### src/rtl/bf16_minmax_issue.sv
// Issue stage for the bf16 min/max FU: FIFO-buffered requests, one at a time to the FU, tagged result out.
// Latency: accept -> fu_enable 2 cycles -> out_valid 4 cycles; illegal op -> out_valid 2 cycles.
// Backpressure: in_ready drops when the FIFO is full; out_* holds until out_ready, which stalls issue.
//
// Ports: clk/reset (async, active-low); in_* request valid/ready port; fu_* issue pulse, operands and
// registered FU result; out_* response valid/ready port with tag and flags; sticky_fpcsr/sticky_clr
// accumulated flags; count is FIFO occupancy.

// Generic in-order FIFO: push when not full, pop when not empty, head visible combinationally.
// Latency: an entry is visible at the head the cycle after its push.
// Backpressure: a push while full is dropped, so the caller must gate push with ~full.
module bf16_minmax_issue_fifo #(
    parameter int W     = 8,
    parameter int DEPTH = 4,
    parameter int CNT_W = $clog2(DEPTH + 1)
) (
    input  logic             clk,
    input  logic             reset,
    input  logic             push,
    input  logic [W-1:0]     push_dat,
    input  logic             pop,
    output logic [W-1:0]     head_dat,
    output logic [CNT_W-1:0] count,
    output logic             full,
    output logic             empty
);
    localparam int PTR_W = (DEPTH > 1) ? $clog2(DEPTH) : 1;

    logic [W-1:0]     mem [DEPTH];
    logic [PTR_W-1:0] wr_ptr;
    logic [PTR_W-1:0] rd_ptr;
    logic             do_push;
    logic             do_pop;

    assign full     = (count == CNT_W'(DEPTH));
    assign empty    = (count == '0);
    assign do_push  = push & ~full;
    assign do_pop   = pop & ~empty;
    assign head_dat = mem[rd_ptr];

    // DEPTH is a power of two, so the pointers wrap by plain overflow.
    always_ff @(posedge clk or negedge reset) begin
        if (!reset) begin
            wr_ptr <= '0;
            rd_ptr <= '0;
            count  <= '0;
        end else begin
            if (do_push) wr_ptr <= wr_ptr + PTR_W'(1);
            if (do_pop)  rd_ptr <= rd_ptr + PTR_W'(1);
            count <= count + CNT_W'(do_push) - CNT_W'(do_pop);
        end
    end

    // Storage carries data only; it never needs a reset value.
    always_ff @(posedge clk) begin
        if (do_push) mem[wr_ptr] <= push_dat;
    end
endmodule

module bf16_minmax_issue #(
    parameter int DEPTH = 4,
    parameter int TAG_W = 4
) (
    input  logic                       clk,
    input  logic                       reset,
    input  logic                       in_valid,
    output logic                       in_ready,
    input  logic [15:0]                in_operand_a,
    input  logic [15:0]                in_operand_b,
    input  logic [3:0]                 in_operation,
    input  logic [TAG_W-1:0]           in_tag,
    output logic                       fu_enable,
    output logic [15:0]                fu_operand_a,
    output logic [15:0]                fu_operand_b,
    output logic [3:0]                 fu_operation,
    input  logic [15:0]                fu_result,
    output logic                       out_valid,
    input  logic                       out_ready,
    output logic [15:0]                out_result,
    output logic [TAG_W-1:0]           out_tag,
    output logic                       out_invalid,
    output logic                       out_illegal,
    output logic [3:0]                 sticky_fpcsr,
    input  logic                       sticky_clr,
    output logic [$clog2(DEPTH+1)-1:0] count
);
    localparam int          CNT_W  = $clog2(DEPTH + 1);
    localparam logic [3:0]  OP_MIN = 4'b0011;
    localparam logic [3:0]  OP_MAX = 4'b0010;
    localparam logic [15:0] QNAN   = 16'h7FC0;

    typedef struct packed {
        logic [15:0]      a;
        logic [15:0]      b;
        logic [3:0]       op;
        logic [TAG_W-1:0] tag;
    } req_t;

    typedef enum logic [1:0] {IDLE, EXEC, CAPT, OUT} state_t;

    state_t state;
    state_t state_nxt;
    req_t   push_req;
    req_t   head;
    logic   fifo_full;
    logic   fifo_empty;
    logic   push;
    logic   pop;
    logic   issue;
    logic   load_ill;
    logic   load_capt;
    logic   out_done;
    logic   head_legal;
    logic   head_nan;
    logic   sticky_ill;
    logic   sticky_inv;

    function automatic logic is_nan(input logic [15:0] x);
        return (x[14:7] == 8'hFF) && (x[6:0] != 7'd0);
    endfunction

    // in_ready is forced low while reset is held so nothing is offered acceptance during reset.
    assign in_ready = reset & ~fifo_full;
    assign push     = in_valid & in_ready;
    assign push_req = '{a: in_operand_a, b: in_operand_b, op: in_operation, tag: in_tag};

    bf16_minmax_issue_fifo #(
        .W     ($bits(req_t)),
        .DEPTH (DEPTH),
        .CNT_W (CNT_W)
    ) u_fifo (
        .clk      (clk),
        .reset    (reset),
        .push     (push),
        .push_dat (push_req),
        .pop      (pop),
        .head_dat (head),
        .count    (count),
        .full     (fifo_full),
        .empty    (fifo_empty)
    );

    // The head stays in the FIFO until its result is captured, so it is the reference for tag and NaN flags.
    assign head_legal = (head.op == OP_MIN) || (head.op == OP_MAX);
    assign head_nan   = is_nan(head.a) | is_nan(head.b);

    always_ff @(posedge clk or negedge reset) begin
        if (!reset) state <= IDLE;
        else        state <= state_nxt;
    end

    always_comb begin
        state_nxt = state;
        pop       = 1'b0;
        issue     = 1'b0;
        load_ill  = 1'b0;
        load_capt = 1'b0;
        out_done  = 1'b0;
        case (state)
            IDLE: begin
                if (!fifo_empty) begin
                    if (head_legal) begin
                        issue     = 1'b1;
                        state_nxt = EXEC;
                    end else begin
                        load_ill  = 1'b1;
                        pop       = 1'b1;
                        state_nxt = OUT;
                    end
                end
            end
            EXEC: state_nxt = CAPT;
            CAPT: begin
                load_capt = 1'b1;
                pop       = 1'b1;
                state_nxt = OUT;
            end
            OUT: begin
                if (out_ready) begin
                    out_done  = 1'b1;
                    state_nxt = IDLE;
                end
            end
            default: state_nxt = IDLE;
        endcase
    end

    always_ff @(posedge clk or negedge reset) begin
        if (!reset) begin
            fu_enable    <= 1'b0;
            fu_operand_a <= '0;
            fu_operand_b <= '0;
            fu_operation <= '0;
            out_valid    <= 1'b0;
            out_result   <= '0;
            out_tag      <= '0;
            out_invalid  <= 1'b0;
            out_illegal  <= 1'b0;
        end else begin
            fu_enable <= issue;
            if (issue) begin
                fu_operand_a <= head.a;
                fu_operand_b <= head.b;
                fu_operation <= head.op;
            end
            if (load_ill) begin
                out_result  <= QNAN;
                out_tag     <= head.tag;
                out_invalid <= 1'b0;
                out_illegal <= 1'b1;
                out_valid   <= 1'b1;
            end
            if (load_capt) begin
                out_result  <= fu_result;
                out_tag     <= head.tag;
                out_invalid <= head_nan;
                out_illegal <= 1'b0;
                out_valid   <= 1'b1;
            end
            if (out_done) out_valid <= 1'b0;
        end
    end

    // Clear first, then set, so a set in the same cycle as a clear survives.
    always_ff @(posedge clk or negedge reset) begin
        if (!reset) begin
            sticky_ill <= 1'b0;
            sticky_inv <= 1'b0;
        end else begin
            if (sticky_clr) begin
                sticky_ill <= 1'b0;
                sticky_inv <= 1'b0;
            end
            if (load_ill)              sticky_ill <= 1'b1;
            if (load_capt && head_nan) sticky_inv <= 1'b1;
        end
    end

    assign sticky_fpcsr = {sticky_ill, sticky_inv, 2'b00};
endmodule
### config.mk
export PLATFORM = sky130hd
export DESIGN_NAME = bf16_minmax_issue
export DESIGN_NICKNAME = d
export VERILOG_FILES = /design/src/rtl/bf16_minmax_issue.sv
export SDC_FILE = /design/constraint.sdc
export NUM_CORES = 1
export LEC_CHECK = 0
export BUFFER_PORTS_ARGS = -buffer_cell sky130_fd_sc_hd__buf_2
export CORE_MARGIN = 5
export CORE_UTILIZATION = 29
export DETAILED_ROUTE_END_ITERATION = 7
export SLEW_MARGIN = 40
export SYNTH_ARGS = -nofsm -noshare
export SYNTH_HDL_FRONTEND = slang
export SYNTH_SLANG_ARGS = --single-unit
### constraint.sdc
create_clock -name clk -period 2.79 [get_ports clk]
set_input_delay 0.837 -clock clk [delete_from_list [all_inputs] [get_ports clk]]
set_output_delay 0.837 -clock clk [all_outputs]
set_load 0.03 [all_outputs]
==> out/results.md <==
| Item | This run | Unit |
|---|---|---|
| Iteration-0 DRC Markers | 224 | - |
| Via count | 4492 | - |
| Endpoint class of the critical path | output port | - |
| Starting Density | 29.37 | % |
| Number of warnings printed during yosys synthesis | 0 | - |
| Std-Cell Core Area | 0.02964 | mm^2 |
| Worst max-slew margin expressed relative to the limit | 52.39 | % |
| Result of the run | completed | - |
| Kind of path behind the tightest hold check | primary input to asynchronous set/reset pin | - |
| Library cell occupying the most area in the post-synthesis netlist | edfxtp_1 | - |
| Design Area, Final | 0.01060 | mm^2 |
| Largest cells by area after synthesis | edfxtp_1 (55%), dfrtp_1 (20%), mux4_2 (9.8%) | - |
| Buffer levels on the longest clock path | 3 | - |
| DP HPWL | 12150 | um |
| Maximum net fanout on the critical path | 6 | - |
| Max-slew violation count | 0 | - |
| Capture point of the critical path | in_ready | - |
| Aggregate global-route resource usage | 11.12 | % |
| Maximum frequency from static timing analysis | 0.3908 | GHz |
| Count of mapped cells out of synthesis | 455 | - |
| Most instantiated flip-flop cell in the synthesis netlist | edfxtp_1 | - |
| Crit start category | flop | - |
| Final cycle utilization of the critical path | 91.71 | % |
| Number of distinct library cells after synthesis | 37 | - |
| Nets@finish | 674 | - |
| First-pass GRT wire length | 28970 | um |
| Antenna diode instance count | 0 | - |
| Vertical die dimension | 183.3 | um |
| Endpoint of the lowest-slack register-to-register path | u_fifo.count[2]$_DFF_PN0_ | - |
| Clock sink total | 231 | - |
| Global-route congestion overflow total | 0 | - |
| Endpoint required time on the critical path | 1.95 | ns |
| Register-to-Register Setup Slack | 0.27 | ns |
| Number of synthesized register bits | 231 | - |
| Cts bufs inserted | 25 | - |
| Placed Instance Area | 0.009868 | mm^2 |
| Total Power Consumption | 11.63 | mW |
| Buffers added on ports | 126 | - |
| Post-synth ARST share | 30.74 | % |
| Commonest cells post-synth | edfxtp_1 (160), dfrtp_1 (71), mux4_2 (38) | - |
| CTS tree | done | - |
| Leakage component of the power | 4.026 | nW |
| Remaining antenna violation count after routing | 0 | - |
| Area delta synth->final | 21.79 | % |
| Vias per cell | 4.443 | - |
| Final core utilization | 35.77 | % |
| Arrival time at the worst endpoint | 1.72 | ns |
| Post-route setup TNS | 0 | ns |
| Number of levels the H-tree was split into | 1 | - |
| Max-cap violations | 0 | - |
| Start-to-end type of the worst setup path | flop to output port | - |
| Setup repair after global routing missed its margin | no | - |
| Placed insts | 966 | - |
| Placer congestion estimate | 0.7172 | - |
| Timing startpoint of the critical path | u_fifo.count[1]$_DFF_PN0_ | - |
| Summed instance area of the synthesized netlist | 0.008705 | mm^2 |
| Launching point of the worst reg2reg path | u_fifo.count[1]$_DFF_PN0_ | - |
| Skew final | 0.01272 | ns |
| Area share of the leading cell type in the synthesized netlist | 55.20 | % |
| Seq/Total Area, Yosys | 75.61 | % |
| Std-Cell Rows | 63 | - |
| Slew at the pin closest to its max-slew limit | 0.7142 | ns |
| Final setup violating endpoints | 0 | - |
| Number of global-route vias before repair | 4766 | - |
| Pin count of the biggest net entering global routing | 50 | - |
| Ports | 129 | - |
| Die X | 183.3 | um |
| Clock latency reported for the late side of the worst-skew pair | 0.52 | ns |
| Clock-pin slew of the registers on the worst-case setup and hold paths | 0.06 | ns |
| Routed wire per std cell | 18.41 | um |
| Cell area power density | 1097 | mW/mm^2 |
| Most frequent cell after synthesis | edfxtp_1 | - |
| Average cell area after synthesis | 19.13 | um^2 |
| Maximum VDD drop | 0.5050 | mV |
| Detailed Routing Iterations Pass 1 | 4 | - |
| Master cell of the clock root buffer | clkbuf_16 | - |
| Number of antenna violations at the first check in global routing | 2 | - |
| Hold buffer count at CTS | 0 | - |
| Tmin final | 2.559 | ns |
| Depth of the worst register-to-register path | 11 | - |
| Count of flip-flops with a built-in enable after synthesis | 160 | - |
| Number of remaining DRC errors | 0 | - |
| Share of layout cells above drive strength 1 | 40.58 | % |
| Total Die Area | 0.03358 | mm^2 |
| Number of cells in the finished layout apart from fillers | 1011 | - |
| Final Routed Wirelength | 18610 | um |
| Final hold violation count | 0 | - |
==> per-layer routing <==
metal  wire [um]  part of all wire (%)  vias to the layer above  track usage [%]
met3        1114                   6.0                       29            2.697
met5          19                  0.10                        -                0
met1        8347                    45                     2290            15.34
met2        8736                    47                      124            18.04
li1            -                     -                     2045                -
met4         396                   2.1                        4            2.384
==> layout make-up <==
cell class | count | area (um^2)
fill | 2851 | 19040
tap | 390 | 488.0
inverter | 14 | 52.55
clock inverter | 7 | 58.81
timing repair buffer | 141 | 783.3
multi-input combinational | 190 | 1961
sequential | 231 | 6584
clock buffer | 38 | 674.4
==> cells by family (layout without fill, tap and decap cells) <==
| group | after synthesis | after routing | share of synthesized area (%) |
|---|---|---|---|
| DFF | 231 | 231 | 75.61 |
| muxes | 75 | 75 | 14.62 |
| and+or+nand+nor | 66 | 66 | 3.651 |
| buffers and inverters | 35 | 200 | 1.969 |
| AOI/OAI and AO/OA | 32 | 32 | 2.084 |
| adders and majority gates | 10 | 10 | 1.524 |
| xor gates and xnor gates | 5 | 5 | 0.5031 |
| other | 1 | 2 | 0.04308 |
==> where the power goes <==
group          leakage [nW]  total, mW  internal [mW]  switching (mW)
logic                  1.36       3.90           1.50            2.40
registers              2.31       4.74           4.43           0.309
clock network         0.352       3.00           1.75            1.25
total                  4.03       11.6           7.67            3.96
==> cells in the final DEF, fill, tap and decap left out, drive strengths merged, types with 3 or more instances in the layout <==
| cell type | Yosys | layout |
|---|---|---|
| edfxtp | 160 | 160 |
| and3 | 4 | 4 |
| xnor2 | 5 | 5 |
| nor2 | 14 | 14 |
| inv | 14 | 15 |
| mux4 | 38 | 38 |
| clkinv | 0 | 5 |
| dfrtp | 71 | 71 |
| nand4 | 4 | 4 |
| o21ai | 22 | 22 |
| buf | 16 | 141 |
| nor3b | 4 | 4 |
| nor3 | 5 | 5 |
| ha | 9 | 9 |
| a21oi | 3 | 3 |
| mux2 | 37 | 37 |
| and2 | 3 | 3 |
| nand2 | 25 | 25 |
| clkbuf | 5 | 38 |
==> worst min path at each step <==
stage                           startpoint                            to  slack (ns)  cells past startpoint
2_1_floorplan       sticky_inv$_DFFE_PN0P_        sticky_inv$_DFFE_PN0P_        0.49                      2
3_3_place_gp   fu_operation[1]$_DFFE_PN0P_   fu_operation[1]$_DFFE_PN0P_        0.44                      1
3_5_place_dp   fu_operation[1]$_DFFE_PN0P_   fu_operation[1]$_DFFE_PN0P_        0.45                      1
4_1_cts                              reset  fu_operand_a[11]$_DFFE_PN0P_        0.35                      2
5_1_grt                              reset   fu_operand_b[5]$_DFFE_PN0P_        0.37                      2
6_report                             reset   fu_operation[2]$_DFFE_PN0P_        0.36                      2
==> registers in the layout, indices dropped and copies added (netlist names), 2 cells and up <==
name and count:
fu_operand_a 16, fu_operand_b 16, fu_operation 4, out_result 16, out_tag 4, state 2, u_fifo.count 3, u_fifo.mem 160
u_fifo.rd_ptr 2, u_fifo.wr_ptr 2
==> worst max-delay path: stages, from the launching register on <==
cell	delay (ns)
dfrtp_1	0.39
inv_1	0.11
a31oi_1	0.41
buf_2	0.30
==> what timing repair did <==
action / in CTS / in global routing
buffers inserted: 0 / 0
endpoints found under the setup margin: 0 / 1
resized for setup: 0 / 1
endpoints found under the hold margin: 0 / 0
==> stage by stage <==
stage                     hold WS (ns)  setup WS, ns
final                           0.3557        0.2313
after global routing            0.3664       0.08439
after CTS                       0.3530        0.1788
after detailed placement        0.4496        0.2019
after global placement          0.4450        0.2082
after floorplan                 0.4876        0.1305
No activity file was read; power rests on OpenSTA's default activity.
